<file path="src/rtl/xy_line_sequencer_if.sv">
// Command channel into the XY line sequencer: one signed line segment per valid/ready transfer.
interface xy_line_sequencer_if #(
  parameter int STEP_W = 16
);
  logic                     cmd_valid;
  logic                     cmd_ready;
  logic signed [STEP_W-1:0] cmd_dx;
  logic signed [STEP_W-1:0] cmd_dy;
  logic                     cmd_pen;
  logic [31:0]              cmd_period;

  modport master (output cmd_valid, cmd_dx, cmd_dy, cmd_pen, cmd_period, input cmd_ready);
  modport slave  (input cmd_valid, cmd_dx, cmd_dy, cmd_pen, cmd_period, output cmd_ready);
endinterface

</file>
<file path="src/rtl/xy_line_sequencer.sv">
// Two-axis Bresenham line sequencer with pen settle; optional abort input via XY_SEQ_ABORT_EN.
// state    | meaning
// IDLE     | waiting for a command, cmd_ready high
// PEN_WAIT | servo moving, wait PEN_SETTLE_CYCLES
// PLAN     | one cycle, dir settled, decide whether any steps remain
// STEP_HI  | step pulse high for the axes stepping this major step
// STEP_LO  | rest of the step period
// DONE     | one-cycle completion strobe
module xy_line_sequencer #(
  parameter int STEP_W            = 16,
  parameter int PULSE_HIGH_CYCLES = 50,
  parameter int PEN_SETTLE_CYCLES = 1000000
) (
  input  logic clock,
  input  logic reset,
  xy_line_sequencer_if.slave cmd,
`ifdef XY_SEQ_ABORT_EN
  input  logic abort,
  output logic aborted,
`endif
  output logic step_x,
  output logic dir_x,
  output logic step_y,
  output logic dir_y,
  output logic pen_down,
  output logic busy,
  output logic done_pulse
);

  typedef enum logic [2:0] {S_IDLE, S_PEN_WAIT, S_PLAN, S_STEP_HI, S_STEP_LO, S_DONE} state_t;

  localparam logic [31:0] C_HI         = 32'(PULSE_HIGH_CYCLES);
  localparam logic [31:0] C_HI_LOAD    = 32'(PULSE_HIGH_CYCLES - 1);
  localparam logic [31:0] C_SETTLE     = 32'(PEN_SETTLE_CYCLES - 1);
  localparam logic [31:0] C_MIN_PERIOD = 32'(2 * PULSE_HIGH_CYCLES);

  state_t r_state, w_next;

  logic [31:0]              r_cnt, r_lo_load, w_period, w_lo_load;
  logic [STEP_W-1:0]        r_major, r_minor, r_rem;
  logic [STEP_W-1:0]        w_ax, w_ay, w_major, w_minor;
  logic signed [STEP_W:0]   r_err, w_e, w_err_next;
  logic                     r_x_major, r_step_minor, r_dir_x, r_dir_y, r_pen;
  logic                     w_accept, w_enter_hi, w_tc, w_abort, w_abort_hi;

  assign w_accept   = (r_state == S_IDLE) && cmd.cmd_valid;
  assign w_tc       = (r_cnt == 32'd0);
  assign w_enter_hi = (w_next == S_STEP_HI) && (r_state != S_STEP_HI);

  // Negating the most negative value wraps to 2^(STEP_W-1), which is the right unsigned magnitude.
  assign w_ax      = cmd.cmd_dx[STEP_W-1] ? -cmd.cmd_dx : cmd.cmd_dx;
  assign w_ay      = cmd.cmd_dy[STEP_W-1] ? -cmd.cmd_dy : cmd.cmd_dy;
  assign w_major   = (w_ax >= w_ay) ? w_ax : w_ay;
  assign w_minor   = (w_ax >= w_ay) ? w_ay : w_ax;
  assign w_period  = (cmd.cmd_period < C_MIN_PERIOD) ? C_MIN_PERIOD : cmd.cmd_period;
  assign w_lo_load = w_period - C_HI - 32'd1;

  assign w_e        = r_err - $signed({1'b0, r_minor});
  assign w_err_next = w_e[STEP_W] ? (w_e + $signed({1'b0, r_major})) : w_e;

`ifdef XY_SEQ_ABORT_EN
  logic r_abort_pend, r_aborted;
  assign w_abort    = abort;
  assign w_abort_hi = abort || r_abort_pend;
  assign aborted    = (r_state == S_DONE) && r_aborted;

  // An abort seen mid-pulse is remembered so the pulse still completes its full high time.
  always_ff @(posedge clock or posedge reset) begin
    if (reset) begin
      r_abort_pend <= 1'b0;
      r_aborted    <= 1'b0;
    end else begin
      r_abort_pend <= (r_state == S_STEP_HI) && (w_next == S_STEP_HI) && w_abort_hi;
      if ((w_next == S_DONE) && (r_state != S_DONE)) r_aborted <= w_abort_hi;
      else if (r_state == S_DONE)                    r_aborted <= 1'b0;
    end
  end
`else
  assign w_abort    = 1'b0;
  assign w_abort_hi = 1'b0;
`endif

  always_ff @(posedge clock or posedge reset) begin
    if (reset) r_state <= S_IDLE;
    else       r_state <= w_next;
  end

  always_comb begin
    w_next = r_state;
    case (r_state)
      S_IDLE:     if (cmd.cmd_valid) w_next = (cmd.cmd_pen != r_pen) ? S_PEN_WAIT : S_PLAN;
      S_PEN_WAIT: if (w_abort) w_next = S_DONE; else if (w_tc) w_next = S_PLAN;
      S_PLAN:     w_next = (w_abort || (r_rem == '0)) ? S_DONE : S_STEP_HI;
      S_STEP_HI:  if (w_tc) w_next = w_abort_hi ? S_DONE : S_STEP_LO;
      S_STEP_LO:  if (w_abort) w_next = S_DONE;
                  else if (w_tc) w_next = (r_rem == '0) ? S_DONE : S_STEP_HI;
      S_DONE:     w_next = S_IDLE;
      default:    w_next = S_IDLE;
    endcase
  end

  always_comb begin
    cmd.cmd_ready = (r_state == S_IDLE);
    busy          = (r_state != S_IDLE);
    done_pulse    = (r_state == S_DONE);
    step_x        = (r_state == S_STEP_HI) && (r_x_major || r_step_minor);
    step_y        = (r_state == S_STEP_HI) && (!r_x_major || r_step_minor);
    dir_x         = r_dir_x;
    dir_y         = r_dir_y;
    pen_down      = r_pen;
  end

  always_ff @(posedge clock or posedge reset) begin
    if (reset) begin
      r_cnt        <= '0;
      r_lo_load    <= '0;
      r_major      <= '0;
      r_minor      <= '0;
      r_rem        <= '0;
      r_err        <= '0;
      r_x_major    <= 1'b0;
      r_step_minor <= 1'b0;
      r_dir_x      <= 1'b0;
      r_dir_y      <= 1'b0;
      r_pen        <= 1'b0;
    end else begin
      if (w_accept) begin
        r_dir_x   <= !cmd.cmd_dx[STEP_W-1];
        r_dir_y   <= !cmd.cmd_dy[STEP_W-1];
        r_pen     <= cmd.cmd_pen;
        r_major   <= w_major;
        r_minor   <= w_minor;
        r_rem     <= w_major;
        r_x_major <= (w_ax >= w_ay);
        r_err     <= $signed({1'b0, w_major >> 1});
        r_lo_load <= w_lo_load;
      end
      if (w_accept)                                        r_cnt <= C_SETTLE;
      else if (w_enter_hi)                                 r_cnt <= C_HI_LOAD;
      else if ((r_state == S_STEP_HI) && (w_next == S_STEP_LO)) r_cnt <= r_lo_load;
      else if (!w_tc)                                      r_cnt <= r_cnt - 32'd1;
      if (w_enter_hi) begin
        r_rem        <= r_rem - 1'b1;
        r_err        <= w_err_next;
        r_step_minor <= w_e[STEP_W];
      end
    end
  end

endmodule

</file>
<file path="src/flat_wrapper.sv">
// flat-port wrapper written by rule: the top's interface ports become plain ports
module xy_line_sequencer_flat 
#(
  parameter int STEP_W            = 16,
  parameter int PULSE_HIGH_CYCLES = 50,
  parameter int PEN_SETTLE_CYCLES = 1000000
)
  (clock, reset, step_x, dir_x, step_y, dir_y, pen_down, busy, done_pulse, cmd_cmd_valid, cmd_cmd_dx, cmd_cmd_dy, cmd_cmd_pen, cmd_cmd_period, cmd_cmd_ready);
  xy_line_sequencer_if #(.STEP_W(STEP_W)) cmd_i ();
  input  logic clock;
  input  logic reset;
  output logic step_x;
  output logic dir_x;
  output logic step_y;
  output logic dir_y;
  output logic pen_down;
  output logic busy;
  output logic done_pulse;
  input wire logic [$bits(cmd_i.cmd_valid)-1:0] cmd_cmd_valid;
  input wire logic [$bits(cmd_i.cmd_dx)-1:0] cmd_cmd_dx;
  input wire logic [$bits(cmd_i.cmd_dy)-1:0] cmd_cmd_dy;
  input wire logic [$bits(cmd_i.cmd_pen)-1:0] cmd_cmd_pen;
  input wire logic [$bits(cmd_i.cmd_period)-1:0] cmd_cmd_period;
  output wire logic [$bits(cmd_i.cmd_ready)-1:0] cmd_cmd_ready;
  assign cmd_i.cmd_valid = cmd_cmd_valid;
  assign cmd_i.cmd_dx = cmd_cmd_dx;
  assign cmd_i.cmd_dy = cmd_cmd_dy;
  assign cmd_i.cmd_pen = cmd_cmd_pen;
  assign cmd_i.cmd_period = cmd_cmd_period;
  assign cmd_cmd_ready = cmd_i.cmd_ready;
  xy_line_sequencer #(.STEP_W(STEP_W), .PULSE_HIGH_CYCLES(PULSE_HIGH_CYCLES), .PEN_SETTLE_CYCLES(PEN_SETTLE_CYCLES)) u_core (.clock(clock), .reset(reset), .cmd(cmd_i), .step_x(step_x), .dir_x(dir_x), .step_y(step_y), .dir_y(dir_y), .pen_down(pen_down), .busy(busy), .done_pulse(done_pulse));
endmodule
</file>
<file path="config.mk">
export PLATFORM = sky130hd
export DESIGN_NAME = xy_line_sequencer_flat
export DESIGN_NICKNAME = d
export VERILOG_FILES = /design/src/rtl/xy_line_sequencer_if.sv /design/src/rtl/xy_line_sequencer.sv /design/src/flat_wrapper.sv
export SDC_FILE = /design/constraint.sdc
export NUM_CORES = 1
export LEC_CHECK = 0
export BUFFER_PORTS_ARGS = -buffer_cell sky130_fd_sc_hd__clkbuf_2
export CAP_MARGIN = 10
export CORE_ASPECT_RATIO = 0.5
export CORE_MARGIN = 2
export CORE_UTILIZATION = 55
export DETAILED_ROUTE_END_ITERATION = 10
export GPL_TIMING_DRIVEN = 0
export PLACE_DENSITY = 0.78
export SLEW_MARGIN = 10
export SYNTH_ARGS = -nofsm -noshare
export SYNTH_HDL_FRONTEND = slang
export SYNTH_SLANG_ARGS = --single-unit
</file>
<file path="constraint.sdc">
create_clock -name clock -period 6.7 [get_ports clock]
set_input_delay 0.335 -clock clock [delete_from_list [all_inputs] [get_ports clock]]
set_output_delay 0.335 -clock clock [all_outputs]
set_load 0.01 [all_outputs]
</file>
* Word level (Yosys, flattened, before mapping)
Index checks and enable logic that the tools add are counted.
** Storage, ports and cells
- Output and inout port bits :: 8
- Input bits :: 68
- Register bits after elaboration :: 137
** Operators by class
- Reduce and logical (&&, ||, !) cells :: 15
- $lt $le $gt $ge :: 2
- $add $sub $neg :: 8
- Muxes and demuxes :: 21
- Eq/ne operators :: 10
** Operators by type and width (number)
- $mux W32 :: 5
- $mux W16 :: 6
- $sub A32 B1 Y32 const B :: 2
- $mux W17 :: 3
- $logic_not A32 Y1 :: 1
- $lt A32 B7 Y1 const B :: 1
- $neg A16 Y16 :: 2
- $sub A32 B6 Y32 const B :: 1
- $add A17 B17 Y17 :: 1
- $sub A17 B17 Y17 :: 1
- $ge A16 B16 Y1 :: 1
- $logic_not A16 Y1 :: 1
- $sub A16 B1 Y16 const B :: 1
- $mux W3 :: 5
- $pmux W3 S5 :: 1
- $eq A3 B2 Y1 const B :: 3
- $eq A3 B3 Y1 const B :: 3
- $logic_and A1 B1 Y1 :: 5
- $ne A4 B2 Y1 const B :: 1
- $eq A3 B1 Y1 const B :: 1
- $logic_not A1 Y1 :: 3
- $logic_not A3 Y1 :: 1
- $ne A3 B2 Y1 const B :: 1
- $reduce_bool A3 Y1 :: 1
- other kinds (4) :: 5

* Logic depth before layout (Yosys ltp)
- Depth after elaboration :: 9
- Depth in mapped cells :: 18
- Gate-level depth less buffers :: 18

* Worst setup path after synthesis
OpenSTA, ideal clock, no wires.
- Path type :: input to register
- Start point :: input cmd_cmd_dx[9]
- End point :: register u_core.r_err[0]
- Buffers on the path :: 2
- Required time :: 6.559 ns
- Slack :: 2.544 ns
- Stages on the path :: 16
- Library setup time :: 0.141 ns
- Arrival :: 4.014 ns
- Cells stage by stage :: or4_1 -> or4_1 -> o21ai_0 -> xor2_1 -> inv_1 -> ha_1 -> a21o_1 -> a21o_1 -> a21oi_1 -> o21ai_0 -> a21oi_1 -> clkbuf_1 -> clkbuf_1 -> nand2_1 -> o211ai_1 -> o211ai_1
** On the way
- Word-level cells in the longest chain between the ends :: 6
** Ends and longest elaborated chain
- from (decl) :: RTL line flat_wrapper.sv:20 : input wire logic [$bits(cmd_i.cmd_dx)-1:0] cmd_cmd_dx;
- $neg A16 Y16 :: RTL line xy_line_sequencer.sv:51 : assign w_ax = cmd.cmd_dx[STEP_W-1] ? -cmd.cmd_dx : cmd.cmd_dx;
- $mux W16 * :: RTL line xy_line_sequencer.sv:51
- $ge A16 B16 Y1 * :: RTL line xy_line_sequencer.sv:53 : assign w_major = (w_ax >= w_ay) ? w_ax : w_ay;
- $mux W16 * :: RTL line xy_line_sequencer.sv:53
- $mux W17 * :: RTL line xy_line_sequencer.sv:127 : if (w_accept) begin
- $mux W17 * :: RTL line xy_line_sequencer.sv:142 : if (w_enter_hi) begin
- to (signal assigned) :: RTL line xy_line_sequencer.sv:135 : r_err <= $signed({1'b0, w_major >> 1});
- to (signal assigned) :: RTL line xy_line_sequencer.sv:144 : r_err <= w_err_next;
- to (decl) :: RTL line xy_line_sequencer.sv:42 : logic signed [STEP_W:0] r_err, w_e, w_err_next;
Mark *: on every way between the ends. The rest lies on a longest branch, timed or not. The select of a mux whose other input is x is not followed.
A chain may end at the register's enable or synchronous reset.

* Worst setup path in the final report
- Start point :: input cmd_cmd_dx[7]
- End point :: register u_core.r_err[0]
The elaborated chain is that of the path after synthesis.

==> results.md <==
Hold path:
- The tightest min-delay check is of the in2async type.

Timing:
- The hold violation count in the final report was 0.
- The largest clock skew in the final design is 0.00893 ns.
- Dividing the final minimum period by the clock period gives 70.4%.
- The relative slew slack is 15.7%.
- Setup repair after global routing left no endpoint under its margin.
- Setup violations remaining at the end of the flow were counted as 0.
- The post-route worst setup slack is 1.99 ns.
- The number of slew-limit violations in the final report is 0.
- The transition time of the tightest slew-check pin is 1.26 ns.
- The summed negative setup slack over all endpoints is 0 ns.
- Based on the critical path, the design can be clocked at up to 212 MHz.
- The shortest period the worst path allows is 4.71 ns.

Layout:
- The top cell types in the final layout, fill and taps aside, are 137 x sky130_fd_sc_hd__dfrtp_1, 136 x sky130_fd_sc_hd__nand2_1, 112 x sky130_fd_sc_hd__nor2_1.
- The net count reported at finish is 1352.
- The number of standard cells in the layout, taps in and fillers out is 1472.
- Of the cells placed in the final design, the portion with a size suffix greater than 1 is 11.8%.
- The repair_antennas step left the layout with diodes totalling 0.
- Cells fill 63.5% of the core in the end.
- The area growth from synthesis to layout is 13.3%.
- The library cell used most frequently in the layout, excluding fill and tap cells, is sky130_fd_sc_hd__dfrtp_1.

Logic synthesis:
- The number of flops mapped to enable cells by yosys is 0.
- The netlist area before placement is 9700 µm².
- For this run, the leading register cell type out of synthesis is sky130_fd_sc_hd__dfrtp_1.
- For this run, the number of Yosys warnings is 0.
- The number of standard cells after synthesis is 1130.
- Counting flops and latches in the post-synthesis netlist gives 137.
- Counting distinct cell types in the post-synthesis netlist gives 70.
- The share of async-settable or async-resettable flops after synthesis is 100%.
- The mean instance size in the synthesized netlist is 8.58 µm².
- For this run, the register share of the synthesized area comes to 35.3%.
- The number of nets handed over by synthesis was 1257.

Global routing:
- The number of global-route vias before repair is 8990.
- The aggregate global routing overflow is 0.
- The number of antenna violations at the first check in global routing was 1.
- The first global-routing pass estimated 45.8 mm of wire.
- Entering global routing, the biggest net connects 83 pins.
- For this run, the total global-route usage over all layers was measured as 31.4%.

Floorplan:
- The effective utilization at floorplan is 56.0%.
- The die outline width is 192 µm.
- The core area is 17300 µm².
- The standard-cell row count is 34.
- The die height is 97.9 µm.
- The top-level I/O count is 76.
- The die covers 18800 µm².

Routing:
- For this block, the initial DRC count from the detailed router was 870.
- Dividing the detail-routed via count by the number of cells gives 6.24.
- The remaining antenna violation count after routing is 0.
- The aggregate routed wire length is 28.5 mm.
- Across all layers, the routed design uses 9188 vias.
- The first-pass iteration count of the detailed router is 7.
- The post-detailed-route DRC marker count is 0.
- The mean routed wirelength per cell is 19.3 µm.

Worst setup path:
- In this design, the stage delay of the slowest critical-path cell is 0.62 ns.
- The critical path buffer and inverter count is 4.
- The data arrival at the endpoint of the critical path is 5.00 ns.
- For the worst flop-to-flop path, the logic depth is 15.
- The kind of cell with the highest combined delay on the critical path is compound AO/OA/AOI/OAI gates.
- Of all nets on the critical path, the largest fanout is 10.
- Among all stages on the critical path, the largest delay is contributed by sky130_fd_sc_hd__a21oi_1.
- The critical setup path kind is in2reg.
- The launching instance or port of the critical path is cmd_cmd_dx[7].
- Across all register-to-register paths, the minimum setup slack is 2.38 ns.
- STA classifies the critical path startpoint as a primary input.
- The signal on the critical path passes through clkbuf_2 > or4_1 > or4_1 > o21ai_0 > xor2_1 > inv_1 > ha_1 > a21o_1 > a21o_1 > a21oi_1 > o21ai_0 > a21oi_1 > clkbuf_1 > clkbuf_1 > nand2_1 > o211ai_1 > o211ai_1.
- In this run the critical register-to-register path is launched from u_core.r_err[3].
- The critical path runs through a total of 17 cells.
- In this run the critical register-to-register path is captured at u_core.r_err[15].
- STA puts the critical path data required time at 6.99 ns.
- The most critical setup path has its endpoint at u_core.r_err[0].
- The type of destination of the critical path is a flip-flop.

Pwr:
- The total power per unit cell area is 219 nW/µm².
- The worst-case IR drop observed on VDD is 0.000181 V.
- Summed over all cells, the static leakage comes to 5.09 nW.

Clocking:
- Post-CTS timing repair inserted 0 buffers for setup.
- For this design, the sink count on the clock tree is 137.
- The clock slew seen by the registers of the worst setup and hold paths is 0.07 ns.
- The H-tree was split into 4 levels.
- The clock reaches the later pin of the worst-skew pair after 0.44 ns.
- In this run, post-CTS hold repair placed 0 buffers.
- The longest clock path from root to sink contains 2 buffers.
- The cell at the root of the clock tree is sky130_fd_sc_hd__clkbuf_16.
- In this run, CTS created clock tree buffers numbering 17.
- The number of gates resized after cts is 0.
- TritonCTS built the clock tree.

Placement:
- Buffers placed on the I/O ports in this run total 75.
- At the end of routability-driven placement, the weighted congestion stood at 0.918.
- After legalization and detailed placement, the total HPWL measured 20.9 mm.
- The placement-stage worst setup slack is 1.66 ns.
- Counting tap cells, the placed design contains a total of 1440 instances.

Flow run:
- The max capacitance violation total is 0.

Status:
- The run finished with clean final reports.
[per-layer routing]
layer	share of wire, %	vias up	track usage, %	wire [µm]
li1	-	4238	-	-
met1	43	4468	41.8	12300
met2	46	398	49.3	13000
met3	7.5	82	6.90	2150
met4	3.6	2	13.8	1040
met5	0.046	-	0	13
[report_power, final]
| group | switching (W) | internal (W) |
|---|---|---|
| Sequential | 0.0000170 | 0.000850 |
| Combinational | 0.000340 | 0.000231 |
| Clock | 0.000414 | 0.000555 |
| Total | 0.000770 | 0.00164 |
[cell usage after synthesis, drive strengths merged (12+ instances only)]
| library cell | count | area (µm²) |
|---|---|---|
| dfrtp | 137 | 3430 |
| a21o | 14 | 105 |
| nor2 | 112 | 420 |
| or3 | 26 | 173 |
| xnor2 | 60 | 526 |
| a211oi | 19 | 148 |
| inv | 44 | 165 |
| nand3b | 12 | 90.1 |
| a21oi | 59 | 295 |
| clkbuf | 35 | 131 |
| nor4 | 18 | 146 |
| ha | 57 | 713 |
| nor2b | 14 | 87.6 |
| mux2i | 30 | 300 |
| or4 | 13 | 109 |
| nand2 | 136 | 510 |
| nor3 | 32 | 165 |
| and2 | 16 | 100 |
| o211ai | 16 | 134 |
| xor2 | 48 | 420 |
| o21ai | 106 | 531 |
[how the worst min path moves through the flow]
stage                                 endpoint  slack, ns                 start
after floorplan           u_core.r_lo_load[31]       0.44  u_core.r_lo_load[31]
after global placement    u_core.r_lo_load[31]       0.46  u_core.r_lo_load[31]
after detailed placement  u_core.r_lo_load[31]       0.46  u_core.r_lo_load[31]
after CTS                 u_core.r_lo_load[16]       0.08                 reset
after global routing      u_core.r_lo_load[17]       0.11                 reset
final                     u_core.r_lo_load[16]       0.03                 reset
[through the flow]
stage / power [W] / hold slack [ns] / area (µm²)
floorplan: 0.00129 / 0.439 / 9700
global placement: 0.00141 / 0.458 / 10400
detailed placement: 0.00143 / 0.458 / 10400
CTS: 0.00239 / 0.0820 / 11000
global route: 0.00251 / 0.106 / 11000
finish: 0.00241 / 0.0318 / 11000
[worst reg2reg max path, cell delays in order (launching register included)]
cell and delay [ns]:
sky130_fd_sc_hd__dfrtp_1 0.41, sky130_fd_sc_hd__ha_1 0.37, sky130_fd_sc_hd__and2_1 0.19, sky130_fd_sc_hd__o21ai_0 0.35, sky130_fd_sc_hd__a21oi_1 0.18, sky130_fd_sc_hd__nor4_1 0.71
sky130_fd_sc_hd__nor2_1 0.18, sky130_fd_sc_hd__xnor2_1 0.20, sky130_fd_sc_hd__ha_1 0.25, sky130_fd_sc_hd__or3_1 0.35, sky130_fd_sc_hd__a211o_1 0.27, sky130_fd_sc_hd__a31o_2 0.25
sky130_fd_sc_hd__a21oi_1 0.18, sky130_fd_sc_hd__xnor2_1 0.09, sky130_fd_sc_hd__mux2i_1 0.14, sky130_fd_sc_hd__o21ai_0 0.08
[flip-flops by register name, indices dropped and copies added, names as in the netlist]
name,flops
u_core.pen_down,1
u_core.r_lo_load,32
u_core.r_state,3
u_core.r_err,17
u_core.r_minor,16
u_core.r_cnt,32
u_core.r_major,16
u_core.dir_y,1
u_core.r_step_minor,1
u_core.dir_x,1
u_core.r_x_major,1
u_core.r_rem,16
[cell families after synthesis]
kind of cell | Yosys count | synth area share (%)
xor gates and xnor gates | 108 | 9.75
buffers and inverters | 88 | 3.55
muxes | 34 | 3.56
AOI/OAI and AO/OA | 285 | 18.5
DFF | 137 | 35.3
and+or+nand+nor | 419 | 21.5
adders and majority gates | 59 | 7.76
[layout make-up]
cell class                      instances  area (µm²)
Timing Repair Buffer                   76         403
Clock buffer                           17         425
Clock inverter                         15         165
Buffer                                 44         179
Tap cell                              234         293
Multi-Input combinational cell        905        5930
Inverter                               44         170
Sequential cell                       137        3430
Fill cell                            1450        6320
No activity file was read; power rests on OpenSTA's default activity.
